File: config.mk
export PLATFORM = sky130hd
export DESIGN_NAME = alu_exec_unit_flat
export DESIGN_NICKNAME = d
export VERILOG_FILES = /design/src/rtl/alu_exec_if.sv /design/src/rtl/alu_exec_unit.sv /design/src/flat_wrapper.sv
export SDC_FILE = /design/constraint.sdc
export NUM_CORES = 1
export LEC_CHECK = 0
export ABC_AREA = 1
export ABC_CLOCK_PERIOD_IN_PS = 2600
export CORE_MARGIN = 4
export CORE_UTILIZATION = 40
export DETAILED_ROUTE_END_ITERATION = 6
export GPL_TIMING_DRIVEN = 0
export SETUP_SLACK_MARGIN = 0.1
export SYNTH_ARGS = -nofsm -noshare
export SYNTH_HDL_FRONTEND = slang
export SYNTH_SLANG_ARGS = --single-unit
File: constraint.sdc
create_clock -name clk -period 2.6 [get_ports clk]
set_input_delay 0.39 -clock clk [delete_from_list [all_inputs] [get_ports clk]]
set_output_delay 0.39 -clock clk [all_outputs]
set_load 0.005 [all_outputs]
File: src/rtl/alu_exec_if.sv
// Handshake bundle between alucontrol-side producer and the execute unit.
// The producer drives operands on the input side and consumes the result on the output side.
interface alu_exec_if #(
  parameter int unsigned WIDTH = 16
);
  logic             in_valid;
  logic             in_ready;
  logic [2:0]       opselector;
  logic [WIDTH-1:0] a;
  logic [WIDTH-1:0] b;
  logic             out_valid;
  logic             out_ready;
  logic [WIDTH-1:0] result;
  logic             zero;
  logic             overflow;

  modport master (
    output in_valid, opselector, a, b, out_ready,
    input  in_ready, out_valid, result, zero, overflow
  );

  modport slave (
    input  in_valid, opselector, a, b, out_ready,
    output in_ready, out_valid, result, zero, overflow
  );
endinterface

File: src/rtl/alu_exec_unit.sv
// Execute stage: single-cycle ADD/SUB/AND/OR/SLT and an iterative one-bit-per-cycle SLL,
// with valid/ready on both sides and registered result, zero and overflow flags.
module alu_exec_unit #(
  parameter int unsigned WIDTH   = 16,
  parameter int unsigned SHAMT_W = 4
) (
  input  logic       clk,
  input  logic       rst_n,
  alu_exec_if.slave  bus
);

  localparam int unsigned MSB = WIDTH - 1;

  typedef enum logic [1:0] {
    IDLE  = 2'd0,
    SHIFT = 2'd1,
    DONE  = 2'd2
  } state_e;

  state_e             state_q;
  logic [WIDTH-1:0]   work_q;
  logic [SHAMT_W-1:0] cnt_q;
  logic [WIDTH-1:0]   result_q;
  logic               zero_q;
  logic               ovf_q;
  logic               out_valid_q;
  logic               in_ready_q;

  logic               accept_c;
  logic [SHAMT_W-1:0] shamt_c;
  logic [WIDTH-1:0]   sum_c;
  logic [WIDTH-1:0]   diff_c;
  logic [WIDTH-1:0]   alu_res_c;
  logic               alu_ovf_c;
  logic [WIDTH-1:0]   work_d;
  logic               is_shift_c;

  assign accept_c   = bus.in_valid & in_ready_q;
  assign shamt_c    = bus.b[SHAMT_W-1:0];
  assign sum_c      = bus.a + bus.b;
  assign diff_c     = bus.a - bus.b;
  assign work_d     = work_q << 1;
  assign is_shift_c = (bus.opselector == 3'b111) && (shamt_c != '0);

  // Single-cycle result; SLL with zero shift amount falls through as a pass of operand A.
  always_comb begin
    alu_res_c = '0;
    alu_ovf_c = 1'b0;
    case (bus.opselector)
      3'b000, 3'b100: begin
        alu_res_c = sum_c;
        alu_ovf_c = (bus.a[MSB] == bus.b[MSB]) && (sum_c[MSB] != bus.a[MSB]);
      end
      3'b001, 3'b101: begin
        alu_res_c = diff_c;
        alu_ovf_c = (bus.a[MSB] != bus.b[MSB]) && (diff_c[MSB] != bus.a[MSB]);
      end
      3'b010:  alu_res_c = bus.a & bus.b;
      3'b011:  alu_res_c = bus.a | bus.b;
      3'b110:  alu_res_c = WIDTH'($signed(bus.a) < $signed(bus.b));
      default: alu_res_c = bus.a;
    endcase
  end

  always_ff @(posedge clk or negedge rst_n) begin
    if (!rst_n) begin
      state_q     <= IDLE;
      work_q      <= '0;
      cnt_q       <= '0;
      result_q    <= '0;
      zero_q      <= 1'b0;
      ovf_q       <= 1'b0;
      out_valid_q <= 1'b0;
      in_ready_q  <= 1'b1;
    end else begin
      case (state_q)
        IDLE: begin
          if (accept_c) begin
            in_ready_q <= 1'b0;
            if (is_shift_c) begin
              work_q  <= bus.a;
              cnt_q   <= shamt_c;
              state_q <= SHIFT;
            end else begin
              result_q    <= alu_res_c;
              zero_q      <= (alu_res_c == '0);
              ovf_q       <= alu_ovf_c;
              out_valid_q <= 1'b1;
              state_q     <= DONE;
            end
          end
        end
        SHIFT: begin
          work_q <= work_d;
          cnt_q  <= cnt_q - SHAMT_W'(1);
          // Last shift lands directly in the result so DONE starts with stable outputs.
          if (cnt_q == SHAMT_W'(1)) begin
            result_q    <= work_d;
            zero_q      <= (work_d == '0);
            ovf_q       <= 1'b0;
            out_valid_q <= 1'b1;
            state_q     <= DONE;
          end
        end
        DONE: begin
          if (bus.out_ready) begin
            out_valid_q <= 1'b0;
            in_ready_q  <= 1'b1;
            state_q     <= IDLE;
          end
        end
        default: begin
          out_valid_q <= 1'b0;
          in_ready_q  <= 1'b1;
          state_q     <= IDLE;
        end
      endcase
    end
  end

  assign bus.in_ready  = in_ready_q;
  assign bus.out_valid = out_valid_q;
  assign bus.result    = result_q;
  assign bus.zero      = zero_q;
  assign bus.overflow  = ovf_q;

endmodule

File: src/flat_wrapper.sv
// flat-port wrapper written by rule: the top's interface ports become plain ports
module alu_exec_unit_flat 
#(
  parameter int unsigned WIDTH   = 16,
  parameter int unsigned SHAMT_W = 4
)
  (clk, rst_n, bus_in_valid, bus_opselector, bus_a, bus_b, bus_out_ready, bus_in_ready, bus_out_valid, bus_result, bus_zero, bus_overflow);
  alu_exec_if #(.WIDTH(WIDTH)) bus_i ();
  input  logic clk;
  input  logic rst_n;
  input wire logic [$bits(bus_i.in_valid)-1:0] bus_in_valid;
  input wire logic [$bits(bus_i.opselector)-1:0] bus_opselector;
  input wire logic [$bits(bus_i.a)-1:0] bus_a;
  input wire logic [$bits(bus_i.b)-1:0] bus_b;
  input wire logic [$bits(bus_i.out_ready)-1:0] bus_out_ready;
  output wire logic [$bits(bus_i.in_ready)-1:0] bus_in_ready;
  output wire logic [$bits(bus_i.out_valid)-1:0] bus_out_valid;
  output wire logic [$bits(bus_i.result)-1:0] bus_result;
  output wire logic [$bits(bus_i.zero)-1:0] bus_zero;
  output wire logic [$bits(bus_i.overflow)-1:0] bus_overflow;
  assign bus_i.in_valid = bus_in_valid;
  assign bus_i.opselector = bus_opselector;
  assign bus_i.a = bus_a;
  assign bus_i.b = bus_b;
  assign bus_i.out_ready = bus_out_ready;
  assign bus_in_ready = bus_i.in_ready;
  assign bus_out_valid = bus_i.out_valid;
  assign bus_result = bus_i.result;
  assign bus_zero = bus_i.zero;
  assign bus_overflow = bus_i.overflow;
  alu_exec_unit #(.WIDTH(WIDTH), .SHAMT_W(SHAMT_W)) u_core (.clk(clk), .rst_n(rst_n), .bus(bus_i));
endmodule
# Yosys cells after proc, flatten, opt, wreduce, memory -nomap -nowiden
# Cells that the tools add are included.
# word_totals
elab_cells	84
ff_bits	41
# op_classes
reduce_logical	16
eq_ne	19
n_bitwise	4
n_mux	33
n_lt_le_gt_ge	1
addsub	3
# ops
operator	n
one-hot mux 16 bit (5 select lines)	1
2-to-1 mux 16 bit	3
zero test 16 bit	2
one-hot mux 16 bit (2 select lines)	1
2-to-1 mux 15 bit	2
one-hot mux 15 bit (2 select lines)	1
adder 16 bit	1
bitwise AND 16 bit	1
< comparator 16 bit	1
bitwise OR 16 bit	1
subtractor 16 bit	1
== test 3 bit (second input constant)	4
2-to-1 mux 1 bit	12
AND reduction 3 bit	3
2-to-1 mux 2 bit	4
2-to-1 mux 4 bit	2
one-hot mux 4 bit (2 select lines)	1
AND reduction 4 bit	2
== test 3 x 2 -> 1 bit (second input constant)	2
!= test 2 x 1 -> 1 bit (second input constant)	3
one-hot mux 1 bit (2 select lines)	3
one-hot mux 1 bit (3 select lines)	2
one-hot mux 2 bit (3 select lines)	1
== test 4 x 1 -> 1 bit (second input constant)	1
15 further kinds	21

# Longest topological paths before layout
# Gate-level depths: netlist of the first run.
# logic_depth
ltp_word	7
ltp_mapped	19

# Worst setup path after synthesis of the first run
# OpenSTA, ideal clock, no wires.
# synth_path
path_type	in2reg
startpoint	in bus_a[0]
endpoint	reg u_core.zero_q, in the netlist u_core.bus.zero
cell_stages	18
slack_ps	446
t_required_ps	2527
t_arrival_ps	2080
path_buffers	0
cell_sequence	inv_1 ha_1 fa_1 inv_1 nand2_1 nand2_1 nand4_1 nand2_1 nand2_1 nand2_1 nand2_1 nand3_1 nand2_1 nand2_1 nand3_1 nor2_1 nand3_1 a21oi_2
# synth_via
elab_chain_cells	6
elab_cells_between_ends	10
cone_classes	2 x add/sub; 1 x order compare; 4 x mux; 2 x bitwise; 1 x reduce/logical
# synth_rtl
element	line	text
start, declared	flat_wrapper.sv:13	input wire logic [$bits(bus_i.a)-1:0] bus_a;
subtractor 16 bit (tied with other cells)	alu_exec_unit.sv:41	assign diff_c = bus.a - bus.b;
one-hot mux 16 bit (5 select lines) *	alu_exec_unit.sv:49	case (bus.opselector)
zero test 16 bit *	alu_exec_unit.sv:86	zero_q <= (alu_res_c == '0);
2-to-1 mux 1 bit *	alu_exec_unit.sv:80	if (is_shift_c) begin
2-to-1 mux 1 bit *	alu_exec_unit.sv:78	if (accept_c) begin
one-hot mux 1 bit (2 select lines) *	alu_exec_unit.sv:76	case (state_q)
end signal, assigned	alu_exec_unit.sv:86	
end signal, assigned	alu_exec_unit.sv:99	zero_q <= (work_d == '0);
end, declared	alu_exec_unit.sv:24	logic zero_q;
# Every way passes the cells marked *; elsewhere a longest branch is shown, timed or not. The select of a mux whose other input is x is not followed.
# A chain may end at the register's enable or synchronous reset.

# Worst setup path after layout of the first run
# layout_path
startpoint	in bus_b[12]
endpoint	reg u_core.zero_q, in the netlist u_core.bus.zero
# layout_via
elab_chain_cells	6
elab_cells_between_ends	10
cone_classes	2 x add/sub; 1 x order compare; 4 x mux; 2 x bitwise; 1 x reduce/logical
# layout_rtl
element	line	text
start, declared	flat_wrapper.sv:14	input wire logic [$bits(bus_i.b)-1:0] bus_b;
subtractor 16 bit (tied with other cells)	alu_exec_unit.sv:41	
one-hot mux 16 bit (5 select lines) *	alu_exec_unit.sv:49	
zero test 16 bit *	alu_exec_unit.sv:86	
2-to-1 mux 1 bit *	alu_exec_unit.sv:80	
2-to-1 mux 1 bit *	alu_exec_unit.sv:78	
one-hot mux 1 bit (2 select lines) *	alu_exec_unit.sv:76	
# Marks and branches as above.

==> impl_metrics.toml, run 1 <==
[floorplan]
die_area_um2 = 14000
row_count = 39
start_util_pct = 41.7
ios = 59
die_x_um = 118
dieHeight_um = 118
coreArea_um2 = 11700

[global_route]
grt_usage_pct = 23.6
grt_pass1_wl_mm = 26.9
grt-ovfl-total = 0
grt_pass1_vias = 5116
grt_max_degree = 24
antenna_found_initial = 0

[clock_tree]
clock-sinks = 41
cts_buffers = 5
htreeDepth = 2
cts_tree = "built"
clockRootBuffer = "clkbuf_16"
ctsLongestPathBuffers = 2
clkTransAtPathRegs_ns = 0.06
clock_latency_ns = 0.28

[setup_path]
cp_top_family = "simple AND/OR/NAND/NOR gates"
cp.required_ns = 2.81
cp_max_fo = 5
crit_path_end_kind = "register"
cp-start-kind = "primary input"
crit_start = "bus_b[12]"
slowest_delay_ns = 0.49
path_buf_inv = 3
cp_cell_sequence = "clkdlybuf4s50_1 > inv_1 > ha_4 > buf_4 > a21oi_1 > o21ai_0 > nor2_2 > nand3_1 > nand3_1 > nand2_1 > nand2_1 > nand3_1 > nor2_1 > nand3_1 > a21oi_2"
reg2reg_from = "u_core.state_q[1]"
cp.arrival_ns = 2.61
crit_type = "in2reg"
cp_common_cell = "nand3_1"
slowest_stage = "clkdlybuf4s50_1"

[synthesis]
ys_seq_elements = 41
synth-warning-count = 0
syn-num-nets = 867
netlist_instances = 769
postSynthAreaPerCell_um2 = 6.32
synth_area_um2 = 4860
yosysSeqAreaShare_pct = 21.1
synthDistinctLibCells = 43

[sta]
rsz0062_at_grt = "false"
final_hold_viol_count = 0
tightest_slew_ns = 0.605
max-slew-margin-rel_pct = 59.5
clock_skew_ns = 0.00392
fmax_mhz = 417
finalCritPeriodShare_pct = 92.3
timing.final.crit_period_ns = 2.40
fin_hold_ws_ns = 0.0743
slew_violations = 0
final-setup-viol-count = 0

[pwr]
peakVddDrop_mv = 0.645
p_per_area_nw_per_um2 = 685
power.switching_mw = 1.93
internal_power_mw = 2.35
power_frac_seq_pct = 27.8
p_leak_nw = 3.24
power.total_mw = 4.29
swShare_pct = 45.1
power_frac_clock_pct = 13.7
comb_power_share_pct = 58.6

[layout]
multi_input_area_um2 = 3520
syn_to_final_growth_pct = 28.8
drive_above_1_share_pct = 19.3
ff_latch_area_um2 = 1030
n_antenna_cell = 0
final_nets = 955
stdcell_count = 1001
fill_cells = 1227

[placed_design]
dp_cells = 971
io_buffers = 58
place_congestion = 0.928
hpwl_mm = 13.5

[route]
antenna_left = 0
drc = 0
vias = 5439
viasPerCell = 5.43
dr.pass1.iters = 6
wl_mm = 16.9
initialDrtViolationCount = 495
routedWlPerCell_um = 16.9

[worst_hold_path]
min_path_type = "in2async"

[status]
status = "finished clean"

[flow_run]
cap_violations = 0
[sequential cells by signal (all words and copies together) (netlist names)]
signal and flops:
u_core.bus.result 16, u_core.work_q 15, u_core.cnt_q 4, u_core.state_q 2, u_core.bus.in_ready 1, u_core.bus.out_valid 1, u_core.bus.overflow 1, u_core.bus.zero 1
[worst paths after layout]
check | end | slack (ns) | cells after the start
max in group asynchronous | u_core.bus.in_ready | 1.96 | 2
worst max register to register | u_core.work_q[12] | 0.51 | 6
worst max-delay path | u_core.bus.zero | 0.20 | 15
worst min-delay path | u_core.cnt_q[1] | 0.07 | 1
worst min register to register | u_core.bus.out_valid | 0.48 | 2
min in group clk | u_core.work_q[3] | 0.45 | 3
[power groups by stage]
| stage | sequential, mW | clock [mW] | combinational [mW] |
|---|---|---|---|
| finish | 1.19 | 0.586 | 2.51 |
| global placement | 1.19 | 0 | 2.30 |
| CTS | 1.19 | 0.601 | 2.42 |
| global route | 1.23 | 0.642 | 2.79 |
| floorplan | 1.16 | 0 | 1.47 |
| detailed placement | 1.20 | 0 | 2.34 |
[stage by stage]
stage	setup slack, ns	instance area [um^2]	setup TNS [ns]	util, %
after floorplan	0.446	4860	0	-
after global routing	0.0912	6260	0	53.7
after CTS	0.101	6000	0	51.4
final	0.200	6260	0	53.7
after global placement	-0.598	5620	-4.54	48.2
after detailed placement	-0.591	5640	-5.42	48.4
[worst register-to-register path, stage by stage, from the launching register on]
cell      delay, ns
dfrtp_1        0.45
nor2_1         0.51
inv_1          0.18
clkbuf_1       0.29
clkbuf_1       0.30
nand2_1        0.14
a31oi_1        0.09
[repair_timing]
action	4_1_cts	5_1_grt
buffers inserted	6	16
pin swaps	19	28
gates resized for setup	95	77
hold buffers	0	0
setup endpoints to repair	14	28
[metal layers]
metal	up-vias	global-route usage [%]	wire length, um
met5	-	0	0
met4	0	5.13	278
li1	2677	-	-
met2	184	37.7	7580
met3	22	3.72	1120
met1	2556	33.7	7950
[cells by family after synthesis]
kind of cell    after synthesis  share of synthesized area (%)
fa+ha+maj                    59                           15.5
compound gates              104                           13.5
flops                        41                           21.1
xor+xnor                      2                          0.361
simple gates                417                           36.5
buf+inv                     146                           12.9
[placed cells by master, fill, tap and decap left out, types with 4 or more instances in the layout]
master             n
o21ai_0           10
nor2_1            56
clkdlybuf4s50_1   26
dlymetal6s2s_1     7
nor2_4             8
ha_4               5
a21oi_2           12
dlygate4sd2_1     10
o211ai_1           6
o221ai_1           9
ha_1              51
nand2_1          205
buf_4             29
nor3_1             6
inv_1            101
inv_2             13
nand2_2           21
a31oi_1           14
nand3_1           79
buf_6             13
nand3_2            7
nor2_2            10
buf_2              4
a21oi_1           32
o21ai_2            5
clkbuf_1           8
clkbuf_2          12
dfrtp_1           40
clkbuf_16          5
inv_4              4
nand4_1           13
[synth_stat cells]
master	number	share of area, %
inv_1	110	8.5
o21ai_0	13	1.3
o31ai_1	1	0.15
nand2_2	3	0.39
and2_1	1	0.13
dfrtp_1	40	21
a22oi_1	2	0.31
o211ai_1	6	0.93
o21ai_1	2	0.21
a32o_1	1	0.21
a41oi_2	1	0.33
nor2_8	1	0.41
nand3b_1	2	0.31
nor2_2	1	0.13
nand2_1	224	17
nand2_4	1	0.23
nor2_4	1	0.23
a221oi_1	1	0.18
nor2_1	72	5.6
o21ai_2	2	0.36
inv_2	6	0.46
fa_1	2	0.82
a31oi_1	15	1.9
nand3_1	86	8.9
nor3_1	9	0.93
or2_2	1	0.13
nand4_1	13	1.7
ha_1	57	15
nor4_1	2	0.26
a21boi_0	1	0.15
buf_2	11	1.1
a21oi_2	6	1.1
o221ai_1	9	1.6
a211oi_1	1	0.15
a21oi_1	40	4.1
xor2_1	2	0.36
dfstp_2	1	0.54
o21bai_1	3	0.46
inv_4	2	0.26
clkinv_2	1	0.10
buf_6	5	1.2
clkbuf_1	5	0.39
buf_4	6	0.93
[layout make-up]
class	count	share of cell area, %
well taps	143	2.86
inverters	119	7.31
multi-input cells	582	56.3
clock buffers	8	2.18
flip-flops and latches	41	16.4
plain buffers	27	3.64
repair buffers	81	11.3
Note: power is estimated with default switching activity, not from simulation.
==> inputs of run 2 (changes only) <==
--- a/config.mk
+++ b/config.mk
@@ -10,7 +10,9 @@
 export CORE_MARGIN = 4
 export CORE_UTILIZATION = 40
 export DETAILED_ROUTE_END_ITERATION = 6
+export DONT_BUFFER_PORTS = 1
 export GPL_TIMING_DRIVEN = 0
+export PLACE_DENSITY_LB_ADDON = 0.12
 export SETUP_SLACK_MARGIN = 0.1
 export SYNTH_ARGS = -nofsm -noshare
 export SYNTH_HDL_FRONTEND = slang
==> run 2 against run 1 <==
Net effect:
- clock power is 12% higher
- setup slack gained 0.12 ns
- power decreased by 9.3%
- sequential power grew 3%
- fmax rose by 5.4%
- via count fell by 6.2%
- critical path type unchanged
==> impl_metrics.toml, run 2 (synthesized netlist as in run 1, its figures left out) <==
[setup_path]
cp_cell_sequence = "ha_1 > fa_1 > nand2_1 > nand3_1 > nand2_1 > nand2_1 > nand2_1 > nand3_1 > nand3_1 > nand4_1 > nor2_1 > nand3_1 > a21oi_2"
r2r_end = "u_core.work_q[6]"
cp-start-kind = "primary input"
reg2reg_from = "u_core.state_q[1]"
cp.arrival_ns = 2.49
reg2reg_depth = 6
rrSetupSlack_ns = 0.50
cp_max_fo = 5
cp.required_ns = 2.81
slowest_delay_ns = 0.49
slowest_stage = "fa_1"
crit_type = "in2reg"
crit_path_end_kind = "register"

[floorplan]
row_count = 39
die_area_um2 = 14000
coreArea_um2 = 11700
start_util_pct = 41.7
ios = 59
die_x_um = 118
dieHeight_um = 118

[route]
routedWlPerCell_um = 17.8
dr.pass1.iters = 5
vias = 5103
antenna_left = 0
initialDrtViolationCount = 509
wl_mm = 16.4
drc = 0
viasPerCell = 5.53

[global_route]
grt-ovfl-total = 0
grt_pass1_wl_mm = 26.3
antenna_found_initial = 0
grt_max_degree = 42
grt_usage_pct = 23.4
grt_pass1_vias = 4987

[sta]
final-setup-viol-count = 0
final_hold_viol_count = 0
rsz0062_at_grt = "false"
tightest_slew_ns = 0.667
postLayoutSetupSlackWorst_ns = 0.323
max-slew-margin-rel_pct = 55.4
slew_violations = 0
clock_skew_ns = 0.00411
fmax_mhz = 439
timing.final.crit_period_ns = 2.28
fin_hold_ws_ns = 0.266
finalCritPeriodShare_pct = 87.6

[clock_tree]
clock-sinks = 41
postCtsSetupRepairBufs = 0
clkTransAtPathRegs_ns = 0.06
clockRootBuffer = "clkbuf_16"
clock_latency_ns = 0.28
cts_buffers = 5
cts_tree = "built"
ctsLongestPathBuffers = 2
htreeDepth = 2

[flow_run]
cap_violations = 0

[worst_hold_path]
hold_path_depth = 2
holdPathEnd = "u_core.work_q[5]"
min-delay-start = "bus_a[5]"
min_path_type = "in2reg"

[pwr]
comb_power_share_pct = 51.5
internal_power_mw = 2.05
p_per_area_nw_per_um2 = 741
power.total_mw = 3.89
power_frac_clock_pct = 16.9
swShare_pct = 47.1
power.switching_mw = 1.83
p_leak_nw = 2.80
power_frac_seq_pct = 31.6
peakVddDrop_mv = 0.563

[layout]
stdcell_count = 922
final_common_cell = "nand2_1"
syn_to_final_growth_pct = 7.93
ff_latch_area_um2 = 1030
n_antenna_cell = 0
fill_cells = 1268
multi_input_area_um2 = 3220
largest_reg_flops = 16
final_nets = 876
most-common-layout-cells = "nand2_1, inv_1, nand3_1"
drive_above_1_share_pct = 8.34

[placed_design]
io_buffers = 0
hpwl_mm = 13.1
pre_cts_ws_ns = -0.0872
place_congestion = 0.944
dp_cells = 912

[status]
status = "finished clean"
-- run 2: power groups by stage --
stage / Combinational (mW) / Clock [mW] / Sequential (mW)
floorplan: 1.47 / 0 / 1.16
global placement: 1.91 / 0 / 1.23
detailed placement: 1.95 / 0 / 1.24
CTS: 1.98 / 0.665 / 1.23
global route: 2.24 / 0.701 / 1.27
finish: 2.00 / 0.657 / 1.23
-- run 2: area by class of cell --
class	count	share of cell area, %
plain buffers	27	3.34
clock buffers	7	2.91
clock inverters	1	0.0954
inverters	119	8.64
multi-input cells	582	61.5
flip-flops and latches	41	19.6
well taps	143	3.41
repair buffers	2	0.573
-- run 2: worst max-delay path by stage --
| stage | from | to | slack, ns |
|---|---|---|---|
| 6_report | bus_b[0] | u_core.bus.zero | 0.32 |
| 5_1_grt | bus_b[0] | u_core.bus.zero | 0.11 |
| 4_1_cts | bus_a[0] | u_core.bus.zero | 0.20 |
| 3_5_place_dp | bus_a[0] | u_core.bus.zero | -0.09 |
| 3_3_place_gp | bus_a[0] | u_core.bus.zero | -0.07 |
| 2_1_floorplan | bus_a[0] | u_core.bus.zero | 0.45 |
-- run 2: repair_timing --
action | in CTS | in global routing
hold buffers | 2 | 0
setup endpoints to repair | 0 | 1
endpoints found under the hold margin | 41 | 0
resized for setup | 0 | 8
-- run 2: critical path, delay by kind of cell --
| family | cells | cell delay (ns) |
|---|---|---|
| AOI/OAI and AO/OA | 1 | 0.13 |
| adders and majority gates | 2 | 0.78 |
| and+or+nand+nor | 10 | 1.19 |
-- run 2: layer usage --
| metal | GRT usage (%) | vias to the layer above | routed length [um] | part of all wire (%) |
|---|---|---|---|---|
| met3 | 5.30 | 29 | 1270 | 7.7 |
| met4 | 7.33 | 0 | 477 | 2.9 |
| met1 | 31.8 | 2375 | 7450 | 45 |
| li1 | - | 2499 | - | - |
| met5 | 0 | - | 0 | 0 |
| met2 | 37.0 | 200 | 7240 | 44 |
-- run 2: per-stage QoR --
stage          util (%)  area (um^2)  TNS, ns
6_report           45.0         5250        0
5_1_grt            45.0         5250        0
4_1_cts            44.8         5230        0
3_5_place_dp       43.2         5040  -0.0872
3_3_place_gp       43.2         5040  -0.0736
2_1_floorplan         -         4860        0
==> inputs of run 3 (changes only) <==
--- a/config.mk
+++ b/config.mk
@@ -7,10 +7,11 @@
 export LEC_CHECK = 0
 export ABC_AREA = 1
 export ABC_CLOCK_PERIOD_IN_PS = 2600
-export CORE_MARGIN = 4
+export CORE_MARGIN = 2
 export CORE_UTILIZATION = 40
 export DETAILED_ROUTE_END_ITERATION = 6
 export DONT_BUFFER_PORTS = 1
+export GPL_ROUTABILITY_DRIVEN = 0
 export GPL_TIMING_DRIVEN = 0
 export PLACE_DENSITY_LB_ADDON = 0.12
 export SETUP_SLACK_MARGIN = 0.1
==> run 3 against run 2 <==
Net effect:
- flip-flop and latch count did not move
- critical path type unchanged
- register-to-register slack improved by 0.04 ns
- core utilization fell by 0.95 points
- clock skew rose by 0.0019 ns
- combinational power fell by 2%
- setup slack got worse by 0.029 ns
- die area fell by 6.7%
- design area barely moved
- wire length fell by 3.6%
- via count fell by 0.80%
- fmax fell by 1.2%
==> impl_metrics.toml, run 3 (synthesized netlist as in run 1, its figures left out) <==
[status]
status = "finished clean"

[setup_path]
cp.required_ns = 2.81
crit_type = "in2reg"
crit_path_end_kind = "register"
cp-start-kind = "primary input"
cp.arrival_ns = 2.52
rrSetupSlack_ns = 0.54
cp_max_fo = 4

[sta]
timing.final.crit_period_ns = 2.31
finalCritPeriodShare_pct = 88.7
final-setup-viol-count = 0
postLayoutSetupSlackWorst_ns = 0.295
clock_skew_ns = 0.00600
tightest_slew_ns = 0.635
slew_violations = 0
max-slew-margin-rel_pct = 57.5
fmax_mhz = 434
final_hold_viol_count = 0
rsz0062_at_grt = "false"

[global_route]
grt_pass1_vias = 4891
grt_pass1_wl_mm = 25.3
grt_usage_pct = 24.8
grt-ovfl-total = 0
grt_max_degree = 42
antenna_found_initial = 0

[clock_tree]
htreeDepth = 2
clockRootBuffer = "clkbuf_16"
ctsLongestPathBuffers = 2
clock-sinks = 41
cts_tree = "built"
cts_buffers = 5
postCtsSetupRepairBufs = 0
clkTransAtPathRegs_ns = 0.06
clock_latency_ns = 0.28

[pwr]
p_leak_nw = 2.80
power.total_mw = 3.88
swShare_pct = 46.0
power_frac_seq_pct = 31.7
p_per_area_nw_per_um2 = 739
internal_power_mw = 2.09
power.switching_mw = 1.78
comb_power_share_pct = 50.4
peakVddDrop_mv = 0.477
power_frac_clock_pct = 17.9

[layout]
most-common-layout-cells = "nand2_1, inv_1, nand3_1"
final_nets = 876
final_area_um2 = 5240
fill_cells = 1298
final_common_cell = "nand2_1"
syn_to_final_growth_pct = 7.90
n_antenna_cell = 0
ff_latch_area_um2 = 1030
largest_reg_flops = 16
multi_input_area_um2 = 3210
drive_above_1_share_pct = 7.84

[route]
drc = 0
wl_mm = 15.8
vias = 5062
viasPerCell = 5.47
routedWlPerCell_um = 17.1
antenna_left = 0
dr.pass1.iters = 6
initialDrtViolationCount = 501

[placed_design]
pre_cts_ws_ns = -0.0565
hpwl_mm = 12.8
placedInstanceArea_um2 = 5040
io_buffers = 0

[floorplan]
row_count = 40
dieHeight_um = 114
start_util_pct = 40.8
ios = 59
die_area_um2 = 13000
coreArea_um2 = 11900
die_x_um = 114

[flow_run]
cap_violations = 0

[worst_hold_path]
min_path_type = "in2reg"
## run 3: changes by cell type in the layout (fill, tap and decap cells not counted)
cell | before | now
clkbuf_8 | 2 | 0
bufinv_16 | 0 | 1
nand2_2 | 7 | 6
o21ai_0 | 12 | 13
o21ai_2 | 3 | 2
nand2_1 | 220 | 221
fa_2 | 1 | 0
fa_1 | 1 | 2
## run 3: final cells by class
cell class	count	share of cell area (%)
multi-input cells	582	61.3
flip-flops and latches	41	19.6
plain buffers	27	3.34
well taps	147	3.51
clock inverters	2	0.668
clock buffers	5	2.39
repair buffers	2	0.573
inverters	119	8.64
## run 3: final timing paths
check,end,depth (start not counted),start
max,u_core.bus.zero,18,bus_a[0]
min,u_core.work_q[11],2,bus_a[11]
max reg2reg,u_core.work_q[12],6,u_core.state_q[1]
min reg2reg,u_core.bus.out_valid,2,u_core.bus.out_valid
max in group asynchronous,u_core.bus.in_ready,2,rst_n
min in group asynchronous,u_core.cnt_q[3],2,rst_n
## run 3: worst max-delay path, cell delays in order
cell and delay, ns:
inv_1 0.08, ha_2 0.21, fa_1 0.38, inv_1 0.06, nand2_1 0.07, nand2_2 0.10
nand4_1 0.16, nand2_2 0.14, nand2_1 0.10, nand2_1 0.08, nand2_1 0.07, nand3_1 0.07
nand2_1 0.06, nand2_2 0.10, nand3_1 0.07, nor2_1 0.13, nand3_1 0.12, a21oi_2 0.13
## run 3: what timing repair did
item | 4_1_cts | 5_1_grt
resized for setup | 0 | 4
hold buffers | 2 | 0
setup endpoints to repair | 0 | 1
hold endpoints to repair | 41 | 0
## run 3: metal layers
layer,track usage (%),vias to the layer above,part of all wire (%)
li1,-,2497,-
met1,33.5,2351,45
met2,40.6,188,45
met3,5.08,26,7.5
met4,6.10,0,2.4
met5,0,-,0
## run 3: power groups by stage
stage	Combinational [mW]	Clock (mW)	Sequential [mW]
after floorplan	1.47	0	1.16
after global placement	1.90	0	1.24
after detailed placement	1.92	0	1.24
after CTS	1.95	0.701	1.23
after global routing	2.23	0.724	1.27
final	1.96	0.693	1.23
## run 3: through the flow
stage / TNS (ns) / hold slack [ns] / utilization (%) / cells
2_1_floorplan: 0 / 0.0944 / - / 769
3_3_place_gp: -0.0663 / 0.0953 / 42.3 / 916
3_5_place_dp: -0.0565 / 0.0951 / 42.3 / 916
4_1_cts: 0 / 0.263 / 43.9 / 925
5_1_grt: 0 / 0.270 / 44.0 / 925
6_report: 0 / 0.264 / 44.0 / 925
